`config.mk`:
```
export PLATFORM = sky130hd
export DESIGN_NAME = btn_encoder4
export DESIGN_NICKNAME = d
export VERILOG_FILES = /design/src/rtl/btn_encoder4.sv
export SDC_FILE = /design/constraint.sdc
export NUM_CORES = 1
export LEC_CHECK = 0
export CORE_ASPECT_RATIO = 0.7
export CORE_MARGIN = 5
export CORE_UTILIZATION = 40
export CTS_BUF_LIST = sky130_fd_sc_hd__clkbuf_4
export CTS_CLUSTER_DIAMETER = 100
export DETAILED_ROUTE_END_ITERATION = 10
export GPL_ROUTABILITY_DRIVEN = 1
export PLACE_DENSITY_LB_ADDON = 0.25
export SLEW_MARGIN = 15
export SYNTH_ARGS = -nofsm -noshare
export SYNTH_HDL_FRONTEND = slang
export SYNTH_SLANG_ARGS = --single-unit
```
`constraint.sdc`:
```
create_clock -name clk -period 1.8 [get_ports clk]
set_input_delay 0.18 -clock clk [delete_from_list [all_inputs] [get_ports clk]]
set_output_delay 0.18 -clock clk [all_outputs]
set_load 0.01 [all_outputs]
```
`src/rtl/btn_encoder4.sv`:
```
// btn_encoder4 -- player-input front end for the 4-colour game.
//
// Four raw, bouncy push-button lines are synchronised, debounced and encoded
// into a 2-bit colour code. Each accepted press produces exactly one strobe:
// VALID for a single button, ERR for a stable multi-button press. No further
// events are produced until every button has been released (also debounced).
//
// Parameters:
//   DEB_CYCLES  consecutive stable cycles needed to accept a press/release (>= 2)
//   CNT_W       debounce counter width, 2**CNT_W > DEB_CYCLES
//
// Ports:
//   clk     in   system clock, rising edge
//   rst_n   in   asynchronous active-low reset
//   enable  in   game FSM allows capture of a new press (sampled in IDLE only)
//   btn     in   [3:0] raw buttons, active-high, asynchronous; bit i = colour i
//   cod     out  [1:0] binary index of the last accepted single-button press
//   valid   out  one-cycle strobe, cod updated with a new press
//   err     out  one-cycle strobe, stable multi-button press detected
//   busy    out  high whenever the FSM is not in IDLE
//   led     out  [3:0] echo of the accepted button while it is held
//
// Optional feature: define BTN_LED_ECHO_EN to enable the LED echo. Without it
// led is tied to zero and no echo logic exists.

module btn_encoder4 #(
  parameter int DEB_CYCLES = 16,
  parameter int CNT_W      = 5
) (
  input  logic       clk,
  input  logic       rst_n,
  input  logic       enable,
  input  logic [3:0] btn,
  output logic [1:0] cod,
  output logic       valid,
  output logic       err,
  output logic       busy,
  output logic [3:0] led
);

  typedef enum logic [1:0] {
    IDLE      = 2'd0,
    DEB_PRESS = 2'd1,
    HELD      = 2'd2,
    DEB_REL   = 2'd3
  } state_t;

  localparam logic [CNT_W-1:0] CNT_LAST = CNT_W'(DEB_CYCLES - 1);

  state_t           state_reg, state_next;
  logic [3:0]       sync1_reg, raw_reg;
  logic [CNT_W-1:0] cnt_reg, cnt_next;
  logic [3:0]       cand_reg, cand_next;
  logic [1:0]       cod_reg, cod_next;
  logic             valid_reg, valid_next;
  logic             err_reg, err_next;
  logic             busy_reg;
  logic             cand_one_hot;
  logic [1:0]       cand_idx;
`ifdef BTN_LED_ECHO_EN
  logic [3:0]       led_reg, led_next;
`endif

  // Two-flop synchroniser; everything downstream looks only at raw_reg.
  always_ff @(posedge clk or negedge rst_n) begin
    if (!rst_n) begin
      sync1_reg <= 4'b0000;
      raw_reg   <= 4'b0000;
    end else begin
      sync1_reg <= btn;
      raw_reg   <= sync1_reg;
    end
  end

  // cand is never zero while it matters (captured only when raw != 0).
  assign cand_one_hot = (cand_reg != 4'b0000) &&
                        ((cand_reg & (cand_reg - 4'd1)) == 4'b0000);

  // Binary index of the candidate; only meaningful when it is one-hot.
  always_comb begin
    cand_idx = 2'd0;
    for (int i = 0; i < 4; i++) begin
      if (cand_reg[i]) cand_idx = 2'(i);
    end
  end

  // Next-state and next-output logic. The counter is cleared on every state
  // change, so it can only ever reach CNT_LAST and never wraps.
  always_comb begin
    state_next = state_reg;
    cnt_next   = cnt_reg;
    cand_next  = cand_reg;
    cod_next   = cod_reg;
    valid_next = 1'b0;
    err_next   = 1'b0;
`ifdef BTN_LED_ECHO_EN
    led_next   = led_reg;
`endif
    case (state_reg)
      IDLE: begin
        if (enable && (raw_reg != 4'b0000)) begin
          cand_next  = raw_reg;
          cnt_next   = '0;
          state_next = DEB_PRESS;
        end
      end
      DEB_PRESS: begin
        if (raw_reg != cand_reg) begin
          cnt_next   = '0;
          state_next = IDLE;
        end else if (cnt_reg == CNT_LAST) begin
          cnt_next   = '0;
          state_next = HELD;
          if (cand_one_hot) begin
            cod_next   = cand_idx;
            valid_next = 1'b1;
`ifdef BTN_LED_ECHO_EN
            led_next   = cand_reg;
`endif
          end else begin
            err_next = 1'b1;
          end
        end else begin
          cnt_next = cnt_reg + CNT_W'(1);
        end
      end
      HELD: begin
        // Anything other than a full release is ignored here.
        if (raw_reg == 4'b0000) begin
          cnt_next   = '0;
          state_next = DEB_REL;
        end
      end
      DEB_REL: begin
        if (raw_reg != 4'b0000) begin
          cnt_next   = '0;
          state_next = HELD;
        end else if (cnt_reg == CNT_LAST) begin
          cnt_next   = '0;
          state_next = IDLE;
        end else begin
          cnt_next = cnt_reg + CNT_W'(1);
        end
      end
      default: begin
        cnt_next   = '0;
        state_next = IDLE;
      end
    endcase
`ifdef BTN_LED_ECHO_EN
    if (state_next == IDLE) led_next = 4'b0000;
`endif
  end

  // State register and registered outputs. busy is loaded from the next
  // state so that it always equals (state != IDLE) for the current state.
  always_ff @(posedge clk or negedge rst_n) begin
    if (!rst_n) begin
      state_reg <= IDLE;
      cnt_reg   <= '0;
      cand_reg  <= 4'b0000;
      cod_reg   <= 2'b00;
      valid_reg <= 1'b0;
      err_reg   <= 1'b0;
      busy_reg  <= 1'b0;
    end else begin
      state_reg <= state_next;
      cnt_reg   <= cnt_next;
      cand_reg  <= cand_next;
      cod_reg   <= cod_next;
      valid_reg <= valid_next;
      err_reg   <= err_next;
      busy_reg  <= (state_next != IDLE);
    end
  end

`ifdef BTN_LED_ECHO_EN
  always_ff @(posedge clk or negedge rst_n) begin
    if (!rst_n) led_reg <= 4'b0000;
    else        led_reg <= led_next;
  end
  assign led = led_reg;
`else
  assign led = 4'b0000;
`endif

  assign cod   = cod_reg;
  assign valid = valid_reg;
  assign err   = err_reg;
  assign busy  = busy_reg;

endmodule

```
==> results.json <==
{
  "synth_edf_count": 0,
  "antenna_found_initial": 0,
  "drive_above_1_share_pct": 17.6,
  "clockBufferDepth": 2,
  "ios": 16,
  "drtIter0Drc": 44,
  "yosys_register_bits": 24,
  "synth_seq_area_share_pct": 49.0,
  "crit_type": "reg2reg",
  "postRouteAntennaNets": 0,
  "wl_per_cell_um": 12.8,
  "cp.required_ns": 2.06,
  "coreArea_um2": 2860,
  "avgSynthCellArea_um2": 11.4,
  "grt_pass1_vias": 740,
  "layout_commonest_cell": "dfrtp_1",
  "cp_cell_sequence": "ha_1 > and4b_4 > and2_4 > nand3_4 > nor4b_2 > o22a_1",
  "cts_root_buffer": "clkbuf_4",
  "max_stage_delay_ns": 0.42,
  "cts_made_buffers": 3,
  "cp-start-kind": "flip-flop",
  "netlist_instances": 108,
  "crit_family": "simple AND/OR/NAND/NOR gates",
  "grt_start_max_net_pins": 25,
  "hold_violations": 0,
  "maxCapViolations": 0,
  "pre_cts_slack_ns": 0.152,
  "grt.total_usage_pct": 9.57,
  "port_buffers": 11,
  "rsz0062_at_grt": "no",
  "post-route-min-period_ns": 1.66,
  "crit_path_end_kind": "flip-flop",
  "drt_wl_total_um": 1990,
  "placed_area_um2": 1350,
  "fmax_ghz": 0.603,
  "clk_latency_ns": 0.31,
  "ys.flop_type": "dfrtp_1",
  "cts_tree": "built",
  "die_area_um2": 4290,
  "path_max_fanout": 7,
  "num-fill-cells": 278,
  "path_clk_slew_ns": 0.13,
  "layout_common_cells": "24 x dfrtp_1, 12 x nand2_1, 11 x clkdlybuf4s50_1, 6 x nor2_1, 5 x xnor2_1",
  "multi_input_comb_area_um2": 572,
  "fin_crit_sh_pct": 92.2,
  "numClockSinks": 24,
  "async_flop_share_pct": 100,
  "firstDrtPassIters": 4,
  "cts.repair.resized": 0,
  "rows": 16,
  "cp_slowest_cell": "dfrtp_1",
  "post_cts_buffers": 0,
  "outcome": "finished clean",
  "path_buf_inv": 0,
  "fin_skew_ns": 0.00247,
  "arrival_ns": 1.92,
  "postLayoutCellArea_um2": 1400,
  "largest_register_ffs": 5,
  "ys_warn_count": 0,
  "power.density_nw_per_um2": 1180,
  "netlist_area_um2": 1230,
  "hold_buffers": 0,
  "initial_core_util_pct": 42.8,
  "vias": 800,
  "leakage_nw": 0.552,
  "areaGrowthSynthToFinish_pct": 14.4,
  "fin_tns_setup_ns": 0,
  "ff_latch_area_um2": 601,
  "synthDistinctLibCells": 44,
  "finalSetupViolations": 0,
  "antenna_cells": 0,
  "final_max_slew_viol_count": 0,
  "drc": 0,
  "gp_congestion": 0.761,
  "grt_overflow_total": 0,
  "fp.dieW_um": 76.2,
  "grt_pass1_wl_um": 3330,
  "die_y_um": 56.3,
  "hold_class": "in2async",
  "dpl.hpwl_um": 1490,
  "final_net_count": 128,
  "ir_worst_vdd_v": 0.000496,
  "fin_ws_ns": 0.140,
  "via_per_inst": 5.16,
  "cts_max_level": 1
}
path summary, 6_finish.rpt:
| path | slack (ns) | depth (start not counted) | start | endpoint |
|---|---|---|---|---|
| worst min register to register | 0.36 | 0 | sync1_reg[3] | raw_reg[3] |
| worst max-delay path | 0.14 | 6 | cnt_reg[0] | cod[1] |
| worst min-delay path | 0.21 | 2 | rst_n | cod[0] |
| min in group clk | 0.29 | 1 | btn[3] | sync1_reg[3] |
| max in group asynchronous | 1.36 | 2 | rst_n | cand_reg[1] |
| worst max register to register | 0.14 | 6 | cnt_reg[0] | cod[1] |
final cells by class:
cell class	count	share of cell area, %
clock buffer	3	1.61
timing repair buffer	13	8.92
multi-input combinational	76	40.8
inverter	2	0.535
clock inverter	1	2.14
sequential	24	42.8
tap	36	3.21
metal layers:
metal | global-route usage [%] | share of wire (%)
met5 | 0 | 0
met4 | 2.99 | 0.75
met3 | 3.67 | 6.8
met2 | 14.5 | 43
met1 | 12.6 | 50
Yosys cell counts, types with 2 or more instances:
cell type	count	share of area [%]
a21oi_1	2	0.82
and2_4	2	1.4
buf_2	3	1.2
buf_4	5	3.1
dfrtp_1	24	49
inv_1	2	0.61
mux2_1	4	3.7
nand2_1	12	3.7
nand2b_1	2	1.0
nand3_1	4	1.6
nor2_1	6	1.8
nor3_1	2	0.82
o21ai_0	3	1.2
o21ai_1	3	1.2
xnor2_1	5	3.6
cells by family (layout without fill, tap and decap cells):
family | count (synthesis) | count (layout) | share of synthesized area [%]
adder cells (fa/ha/maj) | 1 | 1 | 1.02
AO/OA/AOI/OAI | 20 | 20 | 13.9
other | 1 | 4 | 0.306
multiplexers | 4 | 4 | 3.67
flip-flops | 24 | 24 | 49.0
buffers and inverters | 11 | 19 | 5.31
XOR/XNOR | 6 | 6 | 4.29
AND/OR/NAND/NOR | 41 | 41 | 22.6
metrics by stage:
| stage | utilization, % | total power, mW | instances | hold WS [ns] |
|---|---|---|---|---|
| after floorplan | - | 1.17 | 111 | -0.116 |
| after global placement | 47.2 | 1.26 | 151 | 0.333 |
| after detailed placement | 47.2 | 1.28 | 151 | 0.335 |
| after CTS | 49.0 | 1.67 | 155 | 0.203 |
| after global routing | 49.0 | 1.77 | 155 | 0.197 |
| final | 49.0 | 1.66 | 155 | 0.207 |
power by group:
group / switching, mW / internal, mW / leakage, nW / total [mW]
Combinational: 0.244 / 0.250 / 0.226 / 0.494
Clock: 0.162 / 0.225 / 0.0279 / 0.387
Sequential: 0.154 / 0.620 / 0.298 / 0.774
Note: power is estimated with default switching activity, not from simulation.
